--- src/rtl/adder_pkg.sv ---
// Shared types and helpers for the chunked adder and its ripple slice.
package adder_pkg;

    // Control states of the chunked adder: waiting, adding chunks, holding a result.
    typedef enum logic [1:0] {
        IDLE = 2'd0,
        BUSY = 2'd1,
        DONE = 2'd2
    } state_t;

    // Number of slice additions needed to cover the full operand width.
    function automatic int nchunks(input int n, input int chunk);
        return n / chunk;
    endfunction

    // Legal parameter sets: both positive and the width an exact multiple of the chunk.
    function automatic bit paramsOk(input int n, input int chunk);
        return (n > 0) && (chunk > 0) && ((n % chunk) == 0);
    endfunction

endpackage

--- src/rtl/adder_n.sv ---
// Combinational W-bit ripple-carry adder used as the per-cycle slice.
// Besides the carry out it exposes the carry into the MSB so the caller
// can form the signed-overflow flag without re-deriving it.
module adder_n #(
    parameter int W = 8
) (
    input  logic [W-1:0] a,
    input  logic [W-1:0] b,
    input  logic         c_in,
    output logic [W-1:0] sum,
    output logic         c_out,
    output logic         c_msb
);

    logic [W:0] w_carry;

    // Ripple the carry bit by bit from c_in up to the slice MSB.
    always_comb begin
        sum        = '0;
        w_carry    = '0;
        w_carry[0] = c_in;
        for (int i = 0; i < W; i++) begin
            sum[i]       = a[i] ^ b[i] ^ w_carry[i];
            w_carry[i+1] = (a[i] & b[i]) | (w_carry[i] & (a[i] ^ b[i]));
        end
    end

    assign c_out = w_carry[W];
    assign c_msb = w_carry[W-1];

endmodule

--- src/rtl/adder_chunked.sv ---
// Multi-cycle N-bit adder/subtractor: one CHUNK-wide ripple slice is reused
// NCHUNK times, with the inter-chunk carry kept in a register. Operands are
// captured on accept, so the producer may change them freely afterwards.
module adder_chunked
    import adder_pkg::*;
#(
    parameter int N     = 32,
    parameter int CHUNK = 8
) (
    input  logic         clk,
    input  logic         rst,
    input  logic         i_valid,
    output logic         i_ready,
    input  logic [N-1:0] a,
    input  logic [N-1:0] b,
    input  logic         c_in,
    input  logic         sub,
    output logic         o_valid,
    input  logic         o_ready,
    output logic [N-1:0] sum,
    output logic         c_out,
    output logic         overflow
);

    localparam int NCHUNK = nchunks(N, CHUNK);
    localparam int CW     = (NCHUNK > 1) ? $clog2(NCHUNK) : 1;

    // Refuse to elaborate with a width that does not split into whole chunks.
    if (!paramsOk(N, CHUNK)) begin : g_badParams
        $error("adder_chunked: N must be a positive multiple of CHUNK");
    end

    state_t          r_state;
    state_t          w_nextState;

    logic [N-1:0]    r_a;
    logic [N-1:0]    r_b;
    logic            r_carry;
    logic [CW-1:0]   r_cnt;
    logic [N-1:0]    r_sum;
    logic            r_cOut;
    logic            r_ovf;

    logic [CHUNK-1:0] w_sliceA;
    logic [CHUNK-1:0] w_sliceB;
    logic [CHUNK-1:0] w_sliceSum;
    logic             w_sliceCout;
    logic             w_sliceCmsb;
    logic             w_accept;
    logic             w_lastChunk;

    assign w_accept    = i_valid && (r_state == IDLE);
    assign w_lastChunk = (r_cnt == CW'(NCHUNK - 1));

    // Select the operand chunk addressed by the chunk counter.
    always_comb begin
        w_sliceA = '0;
        w_sliceB = '0;
        for (int k = 0; k < NCHUNK; k++) begin
            if (r_cnt == CW'(k)) begin
                w_sliceA = r_a[k*CHUNK +: CHUNK];
                w_sliceB = r_b[k*CHUNK +: CHUNK];
            end
        end
    end

    adder_n #(
        .W (CHUNK)
    ) u_slice (
        .a     (w_sliceA),
        .b     (w_sliceB),
        .c_in  (r_carry),
        .sum   (w_sliceSum),
        .c_out (w_sliceCout),
        .c_msb (w_sliceCmsb)
    );

    // State register; reset aborts whatever operation is in flight.
    always_ff @(posedge clk or posedge rst) begin
        if (rst) begin
            r_state <= IDLE;
        end else begin
            r_state <= w_nextState;
        end
    end

    // Next-state logic: accept in IDLE, step through chunks, hand off in DONE.
    always_comb begin
        w_nextState = r_state;
        case (r_state)
            IDLE: begin
                if (i_valid) begin
                    w_nextState = BUSY;
                end
            end
            BUSY: begin
                if (w_lastChunk) begin
                    w_nextState = DONE;
                end
            end
            DONE: begin
                if (o_ready) begin
                    w_nextState = IDLE;
                end
            end
            default: begin
                w_nextState = IDLE;
            end
        endcase
    end

    // Datapath: capture operands on accept, then write one sum chunk per BUSY
    // cycle; the final chunk also latches carry-out and the overflow flag.
    // Subtraction is folded in at capture time as a + ~b + 1.
    always_ff @(posedge clk or posedge rst) begin
        if (rst) begin
            r_a     <= '0;
            r_b     <= '0;
            r_carry <= 1'b0;
            r_cnt   <= '0;
            r_sum   <= '0;
            r_cOut  <= 1'b0;
            r_ovf   <= 1'b0;
        end else if (w_accept) begin
            r_a     <= a;
            r_b     <= sub ? ~b : b;
            r_carry <= sub ? 1'b1 : c_in;
            r_cnt   <= '0;
        end else if (r_state == BUSY) begin
            for (int k = 0; k < NCHUNK; k++) begin
                if (r_cnt == CW'(k)) begin
                    r_sum[k*CHUNK +: CHUNK] <= w_sliceSum;
                end
            end
            r_carry <= w_sliceCout;
            if (w_lastChunk) begin
                r_cOut <= w_sliceCout;
                r_ovf  <= w_sliceCmsb ^ w_sliceCout;
            end else begin
                r_cnt <= r_cnt + CW'(1);
            end
        end
    end

    assign i_ready  = (r_state == IDLE);
    assign o_valid  = (r_state == DONE);
    assign sum      = r_sum;
    assign c_out    = r_cOut;
    assign overflow = r_ovf;

endmodule

--- config.mk ---
export PLATFORM = sky130hd
export DESIGN_NAME = adder_chunked
export DESIGN_NICKNAME = d
export VERILOG_FILES = /design/src/rtl/adder_pkg.sv /design/src/rtl/adder_n.sv /design/src/rtl/adder_chunked.sv
export SDC_FILE = /design/constraint.sdc
export NUM_CORES = 1
export LEC_CHECK = 0
export ABC_CLOCK_PERIOD_IN_PS = 12100
export BUFFER_PORTS_ARGS = -buffer_cell sky130_fd_sc_hd__clkbuf_2
export CAP_MARGIN = 20
export CORE_ASPECT_RATIO = 1.5
export CORE_MARGIN = 5
export CORE_UTILIZATION = 40
export DETAILED_ROUTE_END_ITERATION = 10
export PLACE_DENSITY = 0.73
export SYNTH_ARGS = -nofsm -noshare
export SYNTH_HDL_FRONTEND = slang
export SYNTH_SLANG_ARGS = --single-unit
--- constraint.sdc ---
create_clock -name clk -period 12.1 [get_ports clk]
set_input_delay 2.42 -clock clk [delete_from_list [all_inputs] [get_ports clk]]
set_output_delay 2.42 -clock clk [all_outputs]
set_load 0.005 [all_outputs]
## Word-level counts from Yosys, hierarchy flattened

Index checks and enable logic that the tools add are counted.

| word-level totals | value |
|---|---|
| register bits after elaboration | 103 |
| latch bits | 0 |
| RAM bits | 0 |
| ROM bits | 0 |
| memories | 0 |

| cells by class | value |
|---|---|
| add/sub/neg operators | 1 |
| multiply operators | 0 |
| div/mod/pow operators | 0 |
| magnitude comparators | 0 |
| equality and inequality tests | 9 |
| shifts and indexed selects | 0 |
| multiplexer cells | 19 |
| bitwise operators | 43 |
| reductions and logical operators | 10 |

Operators with widths:

| operator | number |
|---|---|
| 8-bit two-way mux | 8 |
| 32-bit two-way mux | 1 |
| 32-bit inverter | 1 |
| 1-bit bitwise XOR | 17 |
| 1-bit bitwise AND | 16 |
| 3-bit AND reduction | 5 |
| 2-bit two-way mux | 6 |
| 1-bit OR | 8 |
| 2-bit equality test, second input constant | 3 |
| 2-bit inequality test, second input constant | 3 |
| 2-bit one-hot mux with 3 select lines | 1 |
| 2-bit by 1-bit equality test with 1-bit output, second input constant | 2 |
| 2-bit zero test | 2 |
| 1-bit two-way mux | 3 |
| 2-bit by 1-bit adder with 2-bit output, second input constant | 1 |
| 2-bit by 1-bit inequality test with 1-bit output, second input constant | 1 |
| 2-bit AND reduction | 1 |
| 2-bit nonzero test | 1 |
| 1-bit logical AND | 1 |
| 1-bit inverter | 1 |

## Depth between registers and ports, before layout

Gate-level depths: netlist of the first run.

| depth | value |
|---|---|
| depth after elaboration | 24 |
| gate-level depth with buffers | 20 |

## Hierarchy

Synthesis of the first run repeated with hierarchy kept, for this count alone.

| unflattened totals | value |
|---|---|
| cells, all modules | 424 |
| area, all modules | 4,968.5 µm² |

By module, submodules not included:

| module | times used | cells each | area each (µm²) |
|---|---|---|---|
| adder_chunked | 1 | 406 | 4,770.8 |
| adder_n | 1 | 18 | 197.7 |

## Worst setup path before layout of the first run

No wires, ideal clock.

| path | value |
|---|---|
| path kind | register -> register |
| start point | register r_cnt[0] |
| end point | register r_sum[31], in the netlist sum[31] |
| setup time | 0.125 ns |
| data arrival time | 4.581 ns |
| required time | 11.975 ns |
| setup slack | 7.394 ns |
| stages on the path, launching flop included | 20 |
| clock period less this slack | 4.706 ns |
| cell sequence | dfrtp_1 inv_1 ha_1 buf_2 nor2b_1 buf_2 a221o_1 a22oi_1 fa_1 fa_1 fa_1 fa_1 fa_1 inv_1 fa_1 inv_1 fa_1 inv_1 fa_1 mux2_2 |

| on the way | value |
|---|---|
| word-level cells in the longest chain between the ends | 21 |
| elaborated cells between the ends (all ways) | 43 |
| classes of those cells | 3 x eq/ne; 8 x mux; 30 x bitwise; 2 x reduce/logical |

Ends and longest elaborated chain:

| what | RTL line | text |
|---|---|---|
| start, declared | adder_chunked.sv:39 | `logic [CW-1:0] r_cnt;` |
| start signal, assigned | adder_chunked.sv:140 | `r_cnt <= r_cnt + CW'(1);` |
| 2-bit zero test | adder_chunked.sv:60 | `if (r_cnt == CW'(k)) begin` |
| 8-bit two-way mux (4 in series) | adder_chunked.sv:60 |  |
| 1-bit bitwise XOR | adder_n.sv:24 | `w_carry[i+1] = (a[i] & b[i]) \| (w_carry[i] & (a[i] ^ b[i]));` |
| 1-bit bitwise AND | adder_n.sv:24 |  |
| 1-bit OR | adder_n.sv:24 |  |
| 1-bit bitwise AND | adder_n.sv:24 |  |
| 1-bit OR | adder_n.sv:24 |  |
| 1-bit bitwise AND | adder_n.sv:24 |  |
| [3 not listed] | n/a |  |
| 1-bit bitwise AND | adder_n.sv:24 |  |
| 1-bit OR | adder_n.sv:24 |  |
| 1-bit bitwise AND | adder_n.sv:24 |  |
| 1-bit OR | adder_n.sv:24 |  |
| 1-bit bitwise AND | adder_n.sv:24 |  |
| 1-bit OR | adder_n.sv:24 |  |
| 1-bit bitwise XOR * | adder_n.sv:23 | `sum[i] = a[i] ^ b[i] ^ w_carry[i];` |
| net u_slice.sum[7] | adder_n.sv:10 | `output logic [W-1:0] sum,` |
| end signal, assigned by index | adder_chunked.sv:132 | `r_sum[k*CHUNK +: CHUNK] <= w_sliceSum;` |
| end, declared | adder_chunked.sv:40 | `logic [N-1:0] r_sum;` |

Mark *: on every way through the listed nets, which the timed path passes. The rest lies on a longest branch.
A chain may end at the register's enable or synchronous reset.

## Worst setup path after layout of the first run

| path | value |
|---|---|
| start point | register r_cnt[1] |
| end point | register r_sum[23], in the netlist sum[23] |

Same word-level chain as after synthesis.

==> impl_results.md, run 1 <==
* Yosys Warn Count at 0
* CTS hold repair buffers at 0
* Antenna viol nets, final at 0
* Met1 usage at 19.72%
* Dpl cells at slightly below 700
* Die area at 0.01432 mm²
* ANT cells at 0
* Net count reported at finish at roughly 620
* Mean Syn Cell Area at roughly 11 µm²
* # H-tree levels at 3
* Tmin final at between 5 and 6 ns
* Yosys reg bits at 103
* DR vias at ~3500
* Clk buf depth at 2
* Worst setup path start: r_cnt[1]
* Worst EP required at between 10 and 15 ns
* Largest net degree at the start of global routing at 106
* Total gr overflow at 0
* Initial antenna violation count at 0
* Core Region at between 0.01 and 0.015 mm²
* Die H at about 140 µm
* Status: finished clean
* CP peak stage delay at roughly 0.58 ns
* Hold Path Class: reg2reg
* Die W at about 99 µm
* Critical path's top delay family: adder cells
* Peak VDD IR at 135.5 µV
* Number of global-route vias before repair at about 3600
* Area share of the largest cell type after synthesis at 53.74%
* Period utilization at 46.23%
* Crit path top cell by count: fa_1
* TritonCTS clock tree: built
* Placer Congestion at roughly 0.79
* CTS buffer count at 9
* Clk slew on worst S/H paths at about 0.07 ns
* CP cell instances: inv_1 > ha_1 > nor2b_1 > a221o_1 > a22oi_1 > fa_1 > fa_1 > fa_1 > fa_1 > fa_1 > inv_1 > fa_1 > inv_1 > fa_1 > inv_1 > fa_1 > mux2_2
* Clk_skew at between 0.006 and 0.007 ns
* CTS Sinks at a little over 100
* RSZ-0062 raised after global routing: false
* Final Hold Vio Count at 0
* Crit. End Element: flop
* Port bufs at 105
* Cts repair resizes at 0
* Setup ws final at between 6 and 7 ns
* Fin. max-slew vios at 0
* Layout area overhead at 18.76%
* Initial Utilization at approximately two fifths
* Area leader, netlist: dfrtp_1
* # DRC at 0
* Slew headroom at a little over a quarter
* Post-Syn Area at between 0.004 and 0.005 mm²
* CTS root buf: clkbuf_16
* Via density per instance at ~5
* Met3 global-route usage at between 3 and 4%
* CP startpoint kind: flop
* Setup-failing EPs final at 0
* Synth Instances at around 450
* Ports at between 100 and 150
* Clock latency on the worst-skew pair at between 0.3 and 0.4 ns
* GR met2 Demand/Resource at 28.68%
* Leakage at roughly 2.6 nW
* Finished Layout Cells at just under 700
* Top Usage Layer GRT: met2
* First-pass GRT wire length at ~18000 µm
* Setup WS pre-CTS at roughly 6.6 ns
* Setup TNS at 0 ns
* Reg2reg start: r_cnt[1]
* Slowest cell on the critical path: nor2b_1
* Least-Margin Pin Slew at between 1 and 1.5 ns
* Wirelength, routed at approximately 11000 µm
* Initial DRC count at about 220
* Worst path bufs/invs at 4
* DP HPWL at between 8000 and 9000 µm
* Share of layout cells above drive strength 1 at about 30%
* Crit-path max FO at 26
* Setup bufs post-CTS at 0
* Max frequency at about 180 MHz
* DRT Pass-1 Iters at 4
* Post-synthesis sequential area ratio at about 54%
* Worst EP arrival at 5.82 ns
* Top cells by area, synth: dfrtp_1, mux2_2, o21ai_0, a21oi_1, xnor2_1
* Max cap viols at 0
* All-layer global routing usage at between 10% and 20%
* Row count at 49
* WL per Instance at between 15 and 20 µm
* Crit Path Category: reg2reg
* Library cells used by synthesis at 25
* PwrDens at ~310 mW/mm²
* Min-delay src: sum[26]
* Syn nets at approximately 530
==> layer usage <==
metal,routed length (µm),part of all wire (%),vias to the layer above
li1,-,-,1686
met1,4565,40,1666
met2,5869,52,100
met3,472,4.2,21
met4,381,3.4,0
met5,0,0,-
==> sequential cells by signal, indices dropped and copies added (netlist names) <==
| register | count |
|---|---|
| overflow | 1 |
| r_state | 2 |
| r_cnt | 2 |
| c_out | 1 |
| r_carry | 1 |
| sum | 32 |
| r_b | 32 |
| r_a | 32 |
==> path summary, 6_finish.rpt <==
kind                                 to  slack [ns]  cells past startpoint
worst max-delay path            sum[23]        6.51                     17
worst min-delay path            sum[26]        0.48                      2
worst max register to register  sum[23]        6.51                     17
worst min register to register  sum[26]        0.48                      2
max in group asynchronous        r_a[3]        8.81                      3
min in group asynchronous        sum[4]        2.03                      2
==> kinds of logic (layout without fill, tap and decap cells) <==
logic type / Yosys count / after routing / share of synthesized area (%)
compound gates: 122 / 122 / 14.48
flops: 103 / 103 / 53.74
simple gates: 89 / 89 / 7.931
buf+inv: 57 / 148 / 5.218
mux: 35 / 35 / 8.218
xor+xnor: 33 / 33 / 6.027
fa+ha+maj: 12 / 12 / 4.383
==> metrics by stage <==
step                      instance area, µm²  hold WS (ns)  power [mW]  utilization, %
after floorplan                         4796        0.4733       1.197               -
after global placement                  5378        0.4607       1.437           45.21
after detailed placement                5378        0.4724       1.486           45.21
after CTS                               5695        0.4880       1.790           47.89
after global routing                    5695        0.5109       1.920           47.89
final                                   5695        0.4814       1.776           47.89
==> cells in the final DEF, fill, tap and decap left out <==
master and n:
a21oi_1 46, a221o_1 6, a221oi_1 2, a22o_1 2, a22oi_1 12, buf_4 3
bufinv_16 1, clkbuf_16 9, clkbuf_2 105, clkbuf_8 3, clkinv_2 1, clkinvlp_4 1
dfrtp_1 103, fa_1 8, ha_1 4, inv_1 23, inv_4 1, inv_6 1
mux2_2 35, nand2_1 52, nand2b_1 2, nand3b_1 4, nor2_1 26, nor2b_1 3
nor3b_1 1, nor3b_4 1, o21ai_0 51, o221ai_1 1, o31ai_1 2, xnor2_1 24
xor2_1 9
==> power breakdown <==
part	switching [mW]	internal, mW
combinational	0.480	0.367
clock	0.123	0.178
sequential	0.110	0.519
total	0.713	1.06
==> worst min-delay path: cells and delay by family (launching register included) <==
kind / cells / cell delay, ns
flops: 1 / 0.34
compound gates: 1 / 0.06
simple gates: 1 / 0.05
==> Yosys cell counts, drive strengths merged <==
master / n
xor2: 9
buf: 19
a22o: 2
a22oi: 12
nand2: 52
xnor2: 24
mux2: 35
clkbuf: 14
nand3b: 4
o21ai: 51
ha: 4
nand2b: 2
nor2b: 3
nor3b: 2
o221ai: 1
dfrtp: 103
o31ai: 2
fa: 8
a21oi: 46
inv: 24
nor2: 26
a221oi: 2
a221o: 6
==> cell type report <==
type	instances	area, µm²
Timing Repair Buffer	108	548.0
Fill cell	1131	6198
Multi-Input combinational cell	291	1968
Sequential cell	103	2577
Tap cell	153	191.4
Clock inverter	4	51.30
Inverter	24	92.59
Clock buffer	12	266.5
Note: power is estimated with default switching activity, not from simulation.
==> run 2, diff against run 1 <==
--- a/config.mk
+++ b/config.mk
@@ -5,7 +5,7 @@
 export SDC_FILE = /design/constraint.sdc
 export NUM_CORES = 1
 export LEC_CHECK = 0
-export ABC_CLOCK_PERIOD_IN_PS = 12100
+export ABC_CLOCK_PERIOD_IN_PS = 5700
 export BUFFER_PORTS_ARGS = -buffer_cell sky130_fd_sc_hd__clkbuf_2
 export CAP_MARGIN = 20
 export CORE_ASPECT_RATIO = 1.5
==> constraint.sdc (replaced) <==
create_clock -name clk -period 5.7 [get_ports clk]
set_input_delay 1.14 -clock clk [delete_from_list [all_inputs] [get_ports clk]]
set_output_delay 1.14 -clock clk [all_outputs]
set_load 0.005 [all_outputs]
==> run 2 against run 1 <==
First-iteration DRC count increased by 6.5%. Clock-buffer cell count decreased by 3. Combinational power up 110%. Non-clock buffer count up 3. Via count down 0.89%. Sequential power rose by 110%. Clock power grew 130%. Critical path depth is 1 higher.
==> impl_results.md, run 2 (same netlist as run 1, synthesis figures left out) <==
* Cell depth of the worst hold path at 2 (unchanged)
* # DRC at 0 (unchanged)
* Initial Utilization at 40.32% (unchanged)
* Die W at 99.41 µm (unchanged)
* Port bufs at 105 (unchanged)
* All-layer global routing usage at 16.05% (was 16.42%)
* Crit. End Element: flop (unchanged)
* Worst path depth at 18 (was 17)
* CP peak stage delay at 0.46 ns (was 0.58 ns)
* Crit Path Category: reg2reg (unchanged)
* Die area at 0.01432 mm² (unchanged)
* Number of global-route vias before repair at 3479 (was 3599)
* ANT cells at 0 (unchanged)
* First-pass GRT wire length at 17770 µm (was 18200 µm)
* # H-tree levels at 3 (unchanged)
* WL per Instance at 16.00 µm (was 16.24 µm)
* Setup TNS at 0 ns (unchanged)
* Tmin final at 5.101 ns (was 5.594 ns)
* Net count reported at finish at 622 (was 619)
* Status: finished clean (unchanged)
* Max frequency at 196.0 MHz (was 178.8 MHz)
* Area of the multi-input gates at 0.001968 mm² (unchanged)
* TritonCTS clock tree: built (unchanged)
* Total gr overflow at 0 (unchanged)
* Layout area overhead at 19.75% (was 18.76%)
* Max cap viols at 0 (unchanged)
* PwrDens at 666.8 mW/mm² (was 311.9 mW/mm²)
* Slew headroom at 32.25% (was 27.09%)
* Largest net degree at the start of global routing at 106 (unchanged)
* Placer Congestion at 0.8403 (was 0.7891)
* Core Region at 0.01189 mm² (unchanged)
* Initial antenna violation count at 0 (unchanged)
* Placed Instance Area at 0.005400 mm² (was 0.005378 mm²)
* CP cell instances: inv_1 > ha_1 > nor2b_1 > buf_4 > a221o_1 > a22oi_1 > fa_1 > fa_1 > fa_1 > fa_1 > fa_1 > inv_1 > fa_1 > inv_1 > fa_1 > inv_1 > fa_1 > mux2_2 (was inv_1 > ha_1 > nor2b_1 > a221o_1 > a22oi_1 > fa_1 > fa_1 > fa_1 > fa_1 > fa_1 > inv_1 > fa_1 > inv_1 > fa_1 > inv_1 > fa_1 > mux2_2)
* Hold Path Class: reg2reg (unchanged)
* Least-Margin Pin Slew at 1.016 ns (was 1.094 ns)
* Setup bufs post-CTS at 0 (unchanged)
* Worst path bufs/invs at 5 (was 4)
* Initial DRC count at 230 (was 216)
* Ports at 106 (unchanged)
* RSZ-0062 raised after global routing: false (unchanged)
* DRT Pass-1 Iters at 4 (unchanged)
* DR vias at 3442 (was 3473)
* DP HPWL at 8733 µm (was 8653 µm)
* Peak VDD IR at 295.1 µV (was 135.5 µV)
* CTS buffer count at 9 (unchanged)
* Clk_skew at 0.005714 ns (was 0.006856 ns)
* Crit path top cell by count: fa_1 (unchanged)
* CP startpoint kind: flop (unchanged)
* Worst Setup EP: sum[31] (was sum[23])
* Critical path's top delay family: adder cells (unchanged)
* Reg2reg setup slack at 0.60 ns (was 6.51 ns)
* Worst setup path start: r_cnt[1] (unchanged)
* Die H at 144.1 µm (unchanged)
* Leakage at 2.661 nW (was 2.630 nW)
* Slowest cell on the critical path: fa_1 (was nor2b_1)
* Setup-failing EPs final at 0 (unchanged)
* Cts repair resizes at 0 (unchanged)
* Wirelength, routed at 11170 µm (was 11290 µm)
* Reg2reg start: r_cnt[1] (unchanged)
* Via density per instance at 4.931 (was 4.997)
* Filler instances at 1145 (was 1131)
* Worst EP arrival at 5.33 ns (was 5.82 ns)
* Share of layout cells above drive strength 1 at 30.09% (was 29.70%)
* Row count at 49 (unchanged)
* CTS root buf: clkbuf_16 (unchanged)
* Register area at 0.002577 mm² (unchanged)
* Most common cell after layout, fill and taps aside: clkbuf_2 (unchanged)
* Final Hold Vio Count at 0 (unchanged)
* CTS Sinks at 103 (unchanged)
* Final instance area at 0.005743 mm² (was 0.005695 mm²)
* CTS hold repair buffers at 0 (unchanged)
* Clk buf depth at 2 (unchanged)
* R2r worst-path depth at 18 (was 17)
* Antenna viol nets, final at 0 (unchanged)
* Clk slew on worst S/H paths at 0.07 ns (about the same)
* Fin. max-slew vios at 0 (unchanged)
* Critical R2R Capture: sum[31] (was sum[23])
* Worst EP required at 5.93 ns (was 12.33 ns)
* Crit-path max FO at 10 (was 26)
* Clock latency on the worst-skew pair at 0.35 ns (about the same)
* Commonest cells after routing, fill and taps aside: clkbuf_2, dfrtp_1, nand2_1 (unchanged)
* Period utilization at 89.49% (was 46.23%)
-- run 2: changes by cell type in the layout (fill, tap and decap cells not counted), sizes merged --
cell	previous run	this run
buf	3	6
clkbuf	117	114
bufinv	1	3
clkinv	1	2
clkinvlp	1	0
inv	25	26
-- run 2: how the worst min path moves through the flow --
stage,slack [ns],startpoint,endpoint
floorplan,0.47,c_out,c_out
global placement,0.46,sum[27],sum[27]
detailed placement,0.47,sum[11],sum[11]
CTS,0.49,sum[11],sum[11]
global route,0.51,sum[22],sum[22]
finish,0.48,sum[11],sum[11]
-- run 2: area by class of cell --
class	count	area share [%]
Inverter	24	1.612
Timing Repair Buffer	111	9.935
Clock inverter	7	2.048
Multi-Input combinational cell	291	34.27
Sequential cell	103	44.88
Clock buffer	9	3.922
Tap cell	153	3.333
-- run 2: worst min-delay path, cell delays in order, from the launching register on --
cell	delay (ns)
dfrtp_1	0.34
nand2_1	0.05
o21ai_0	0.06
-- run 2: metal layers --
layer,share of wire [%],track usage (%)
met5,0,0
met3,4.3,3.185
met4,2.7,7.266
met1,41,18.96
met2,52,28.12
-- run 2: where the power goes --
part	total [mW]	internal, mW	switching (mW)	leakage, nW
registers	1.33	1.10	0.233	1.23
logic	1.80	0.791	1.01	1.27
clock network	0.696	0.430	0.266	0.170
-- run 2: per-stage QoR --
| step | cells | util (%) | setup slack, ns | power [mW] | hold WS, ns |
|---|---|---|---|---|---|
| CTS | 698 | 48.29 | 0.6147 | 3.874 | 0.4862 |
| floorplan | 451 | - | 0.9942 | 2.542 | 0.4733 |
| detailed placement | 682 | 45.40 | 0.6263 | 3.168 | 0.4710 |
| global placement | 682 | 45.40 | 0.7969 | 3.071 | 0.4604 |
| finish | 698 | 48.29 | 0.5989 | 3.829 | 0.4815 |
| global route | 698 | 48.29 | 0.3553 | 4.136 | 0.5150 |
==> run 3, diff against run 2 <==
--- a/config.mk
+++ b/config.mk
@@ -8,11 +8,13 @@
 export ABC_CLOCK_PERIOD_IN_PS = 5700
 export BUFFER_PORTS_ARGS = -buffer_cell sky130_fd_sc_hd__clkbuf_2
 export CAP_MARGIN = 20
+export CELL_PAD_IN_SITES_DETAIL_PLACEMENT = 0
+export CELL_PAD_IN_SITES_GLOBAL_PLACEMENT = 1
 export CORE_ASPECT_RATIO = 1.5
 export CORE_MARGIN = 5
 export CORE_UTILIZATION = 40
 export DETAILED_ROUTE_END_ITERATION = 10
-export PLACE_DENSITY = 0.73
+export PLACE_DENSITY = 0.87
 export SYNTH_ARGS = -nofsm -noshare
 export SYNTH_HDL_FRONTEND = slang
 export SYNTH_SLANG_ARGS = --single-unit
==> run 3 against run 2 <==
Core utilization fell by 0.74 points. Flip-flop and latch count did not move. Global-route usage rose by 0.12 points. Sequential power barely moved. Die area did not move. Total power fell by 4.0%. Highest routed layer unchanged.
==> impl_results.md, run 3 (same netlist as run 1, synthesis figures left out) <==
* Initial Utilization at 40.32% (unchanged)
* Filler instances at 1158 (was 1145)
* Clock latency on the worst-skew pair at 0.33 ns (was 0.35 ns)
* PwrDens at 650.0 mW/mm² (was 666.8 mW/mm²)
* CTS buffer count at 9 (unchanged)
* Hold path endpoint: sum[17] (was sum[11])
* Final Hold Vio Count at 0 (unchanged)
* Min-delay src: sum[17] (was sum[11])
* CTS root buf: clkbuf_16 (unchanged)
* Most common cell after layout, fill and taps aside: clkbuf_2 (unchanged)
* Number of global-route vias before repair at 3715 (was 3479)
* DRT Pass-1 Iters at 5 (was 4)
* Clock power share at 14.4% (was 18.2%)
* TritonCTS clock tree: built (unchanged)
* Met1 usage at 19.45% (was 18.96%)
* DR vias at 3507 (was 3442)
* Via density per instance at 5.032 (was 4.931)
* Hold Path Class: reg2reg (unchanged)
* Antenna viol nets, final at 0 (unchanged)
* ANT cells at 0 (unchanged)
* Status: finished clean (unchanged)
* Slowest cell on the critical path: fa_1 (unchanged)
* Total power draw at 3.676 mW (was 3.829 mW)
* Crit path top cell by count: fa_1 (unchanged)
* Top Usage Layer GRT: met2 (unchanged)
* Worst setup path start: r_cnt[1] (unchanged)
* Tmin final at 5.033 ns (was 5.101 ns)
* Setup bufs post-CTS at 0 (unchanged)
* Initial antenna violation count at 0 (unchanged)
* Clk slew on worst S/H paths at 0.06 ns (was 0.07 ns)
* Met3 global-route usage at 3.185% (unchanged)
* Max cap viols at 0 (unchanged)
* Leakage at 2.612 nW (was 2.661 nW)
* CP cell instances: inv_1 > ha_1 > buf_4 > a21oi_1 > o21ai_0 > a22oi_1 > fa_1 > fa_1 > fa_1 > fa_1 > fa_1 > inv_1 > fa_1 > inv_1 > fa_1 > inv_1 > fa_1 > mux2_2 (was inv_1 > ha_1 > nor2b_1 > buf_4 > a221o_1 > a22oi_1 > fa_1 > fa_1 > fa_1 > fa_1 > fa_1 > inv_1 > fa_1 > inv_1 > fa_1 > inv_1 > fa_1 > mux2_2)
* Fin util at 47.55% (was 48.29%)
* Die H at 144.1 µm (unchanged)
* Worst EP required at 5.92 ns (was 5.93 ns)
* Commonest cells after routing, fill and taps aside: clkbuf_2, dfrtp_1, nand2_1 (unchanged)
* # DRC at 0 (unchanged)
* Slew headroom at 32.78% (was 32.25%)
* Crit Path Category: reg2reg (unchanged)
* Ports at 106 (unchanged)
* Seq pwr share at 36.3% (was 34.8%)
* Least-Margin Pin Slew at 1.008 ns (was 1.016 ns)
* Reg2reg start: r_cnt[1] (unchanged)
* Cell internal pwr at 2.190 mW (was 2.323 mW)
* RSZ-0062 raised after global routing: false (unchanged)
* Largest net degree at the start of global routing at 106 (unchanged)
* Cts repair resizes at 0 (unchanged)
* CP startpoint kind: flop (unchanged)
* Switch share at 40.43% (was 39.33%)
* Finished Layout Cells at 697 (was 698)
* Critical R2R Capture: sum[31] (unchanged)
* Crit-path max FO at 19 (was 10)
* First-pass GRT wire length at 18270 µm (was 17770 µm)
* Hold slack at 0.4813 ns (was 0.4815 ns)
* Net count reported at finish at 623 (was 622)
* Core Region at 0.01189 mm² (unchanged)
* Max frequency at 198.7 MHz (was 196.0 MHz)
* Die W at 99.41 µm (unchanged)
* Register area at 0.002577 mm² (unchanged)
* WL per Instance at 16.04 µm (was 16.00 µm)
* Clk buf depth at 2 (unchanged)
* Switching power at 1.486 mW (was 1.506 mW)
* Crit. End Element: flop (unchanged)
* Placer Congestion at 0.9008 (was 0.8403)
* Area of the multi-input gates at 0.001968 mm² (unchanged)
* Reg2reg setup slack at 0.67 ns (was 0.60 ns)
* Critical path's top delay family: adder cells (unchanged)
* Initial DRC count at 144 (was 230)
* Worst EP arrival at 5.25 ns (was 5.33 ns)
* CP peak stage delay at 0.47 ns (was 0.46 ns)
* CTS hold repair buffers at 0 (unchanged)
* Period utilization at 88.30% (was 89.49%)
* Layout area overhead at 17.92% (was 19.75%)
* Share of layout cells above drive strength 1 at 29.23% (was 30.09%)
* GR met2 Demand/Resource at 28.19% (was 28.12%)
* Combinational power share at 49.3% (was 47.0%)
* Port bufs at 105 (unchanged)
* R2r worst-path depth at 18 (unchanged)
* Cell depth of the worst hold path at 2 (unchanged)
* Total gr overflow at 0 (unchanged)
* Setup TNS at 0 ns (unchanged)
* CTS Sinks at 103 (unchanged)
* Fin. max-slew vios at 0 (unchanged)
* All-layer global routing usage at 16.16% (was 16.05%)
* DP HPWL at 8614 µm (was 8733 µm)
* Setup-failing EPs final at 0 (unchanged)
* Clk_skew at 0.004611 ns (was 0.005714 ns)
* # H-tree levels at 3 (unchanged)
* Worst path bufs/invs at 5 (unchanged)
* Row count at 49 (unchanged)
* Dpl cells at 683 (was 682)
* Wirelength, routed at 11180 µm (was 11170 µm)
* Worst path depth at 18 (unchanged)
* Peak VDD IR at 304.1 µV (was 295.1 µV)
* Die area at 0.01432 mm² (unchanged)
==> run 3: changes by cell type in the layout (fill, tap and decap cells not counted) <==
cell        change
buf_4           +1
clkinvlp_4      +1
bufinv_16       -3
clkinv_2        -2
clkbuf_1        +4
inv_6           -2
==> run 3: per-stage QoR <==
stage / cell area, µm² / setup slack, ns
after floorplan: 4796 / 0.9942
after global placement: 5408 / 0.9000
after detailed placement: 5408 / 0.6902
after CTS: 5655 / 0.6782
after global routing: 5655 / 0.4192
final: 5655 / 0.6671
==> run 3: how the worst max path moves through the flow <==
stage | endpoint | slack, ns
2_1_floorplan | sum[31] | 0.99
3_3_place_gp | sum[7] | 0.90
3_5_place_dp | sum[31] | 0.69
4_1_cts | sum[31] | 0.68
5_1_grt | sum[31] | 0.42
6_report | sum[31] | 0.67
==> run 3: power by group through the flow <==
stage	combinational, mW	clock, mW	sequential [mW]
detailed placement	1.83	0	1.35
floorplan	1.29	0	1.26
finish	1.81	0.529	1.33
CTS	1.83	0.544	1.34
global route	2.02	0.573	1.37
global placement	1.74	0	1.34
==> run 3: layout make-up <==
type | count | area share [%]
Sequential cell | 103 | 45.58
Multi-Input combinational cell | 291 | 34.80
Timing Repair Buffer | 112 | 10.22
Clock buffer | 13 | 4.248
Tap cell | 153 | 3.385
Inverter | 24 | 1.637
Clock inverter | 1 | 0.1327
==> run 3: routing by layer <==
metal / vias to the layer above / part of all wire [%]
met5: - / 0
met4: 0 / 2.7
li1: 1698 / -
met3: 20 / 4.9
met1: 1688 / 41
met2: 101 / 51
==> run 3: worst min-delay path, stage by stage, from the launching register on <==
cell     delay, ns
dfrtp_1       0.34
nand2_1       0.05
o21ai_0       0.06
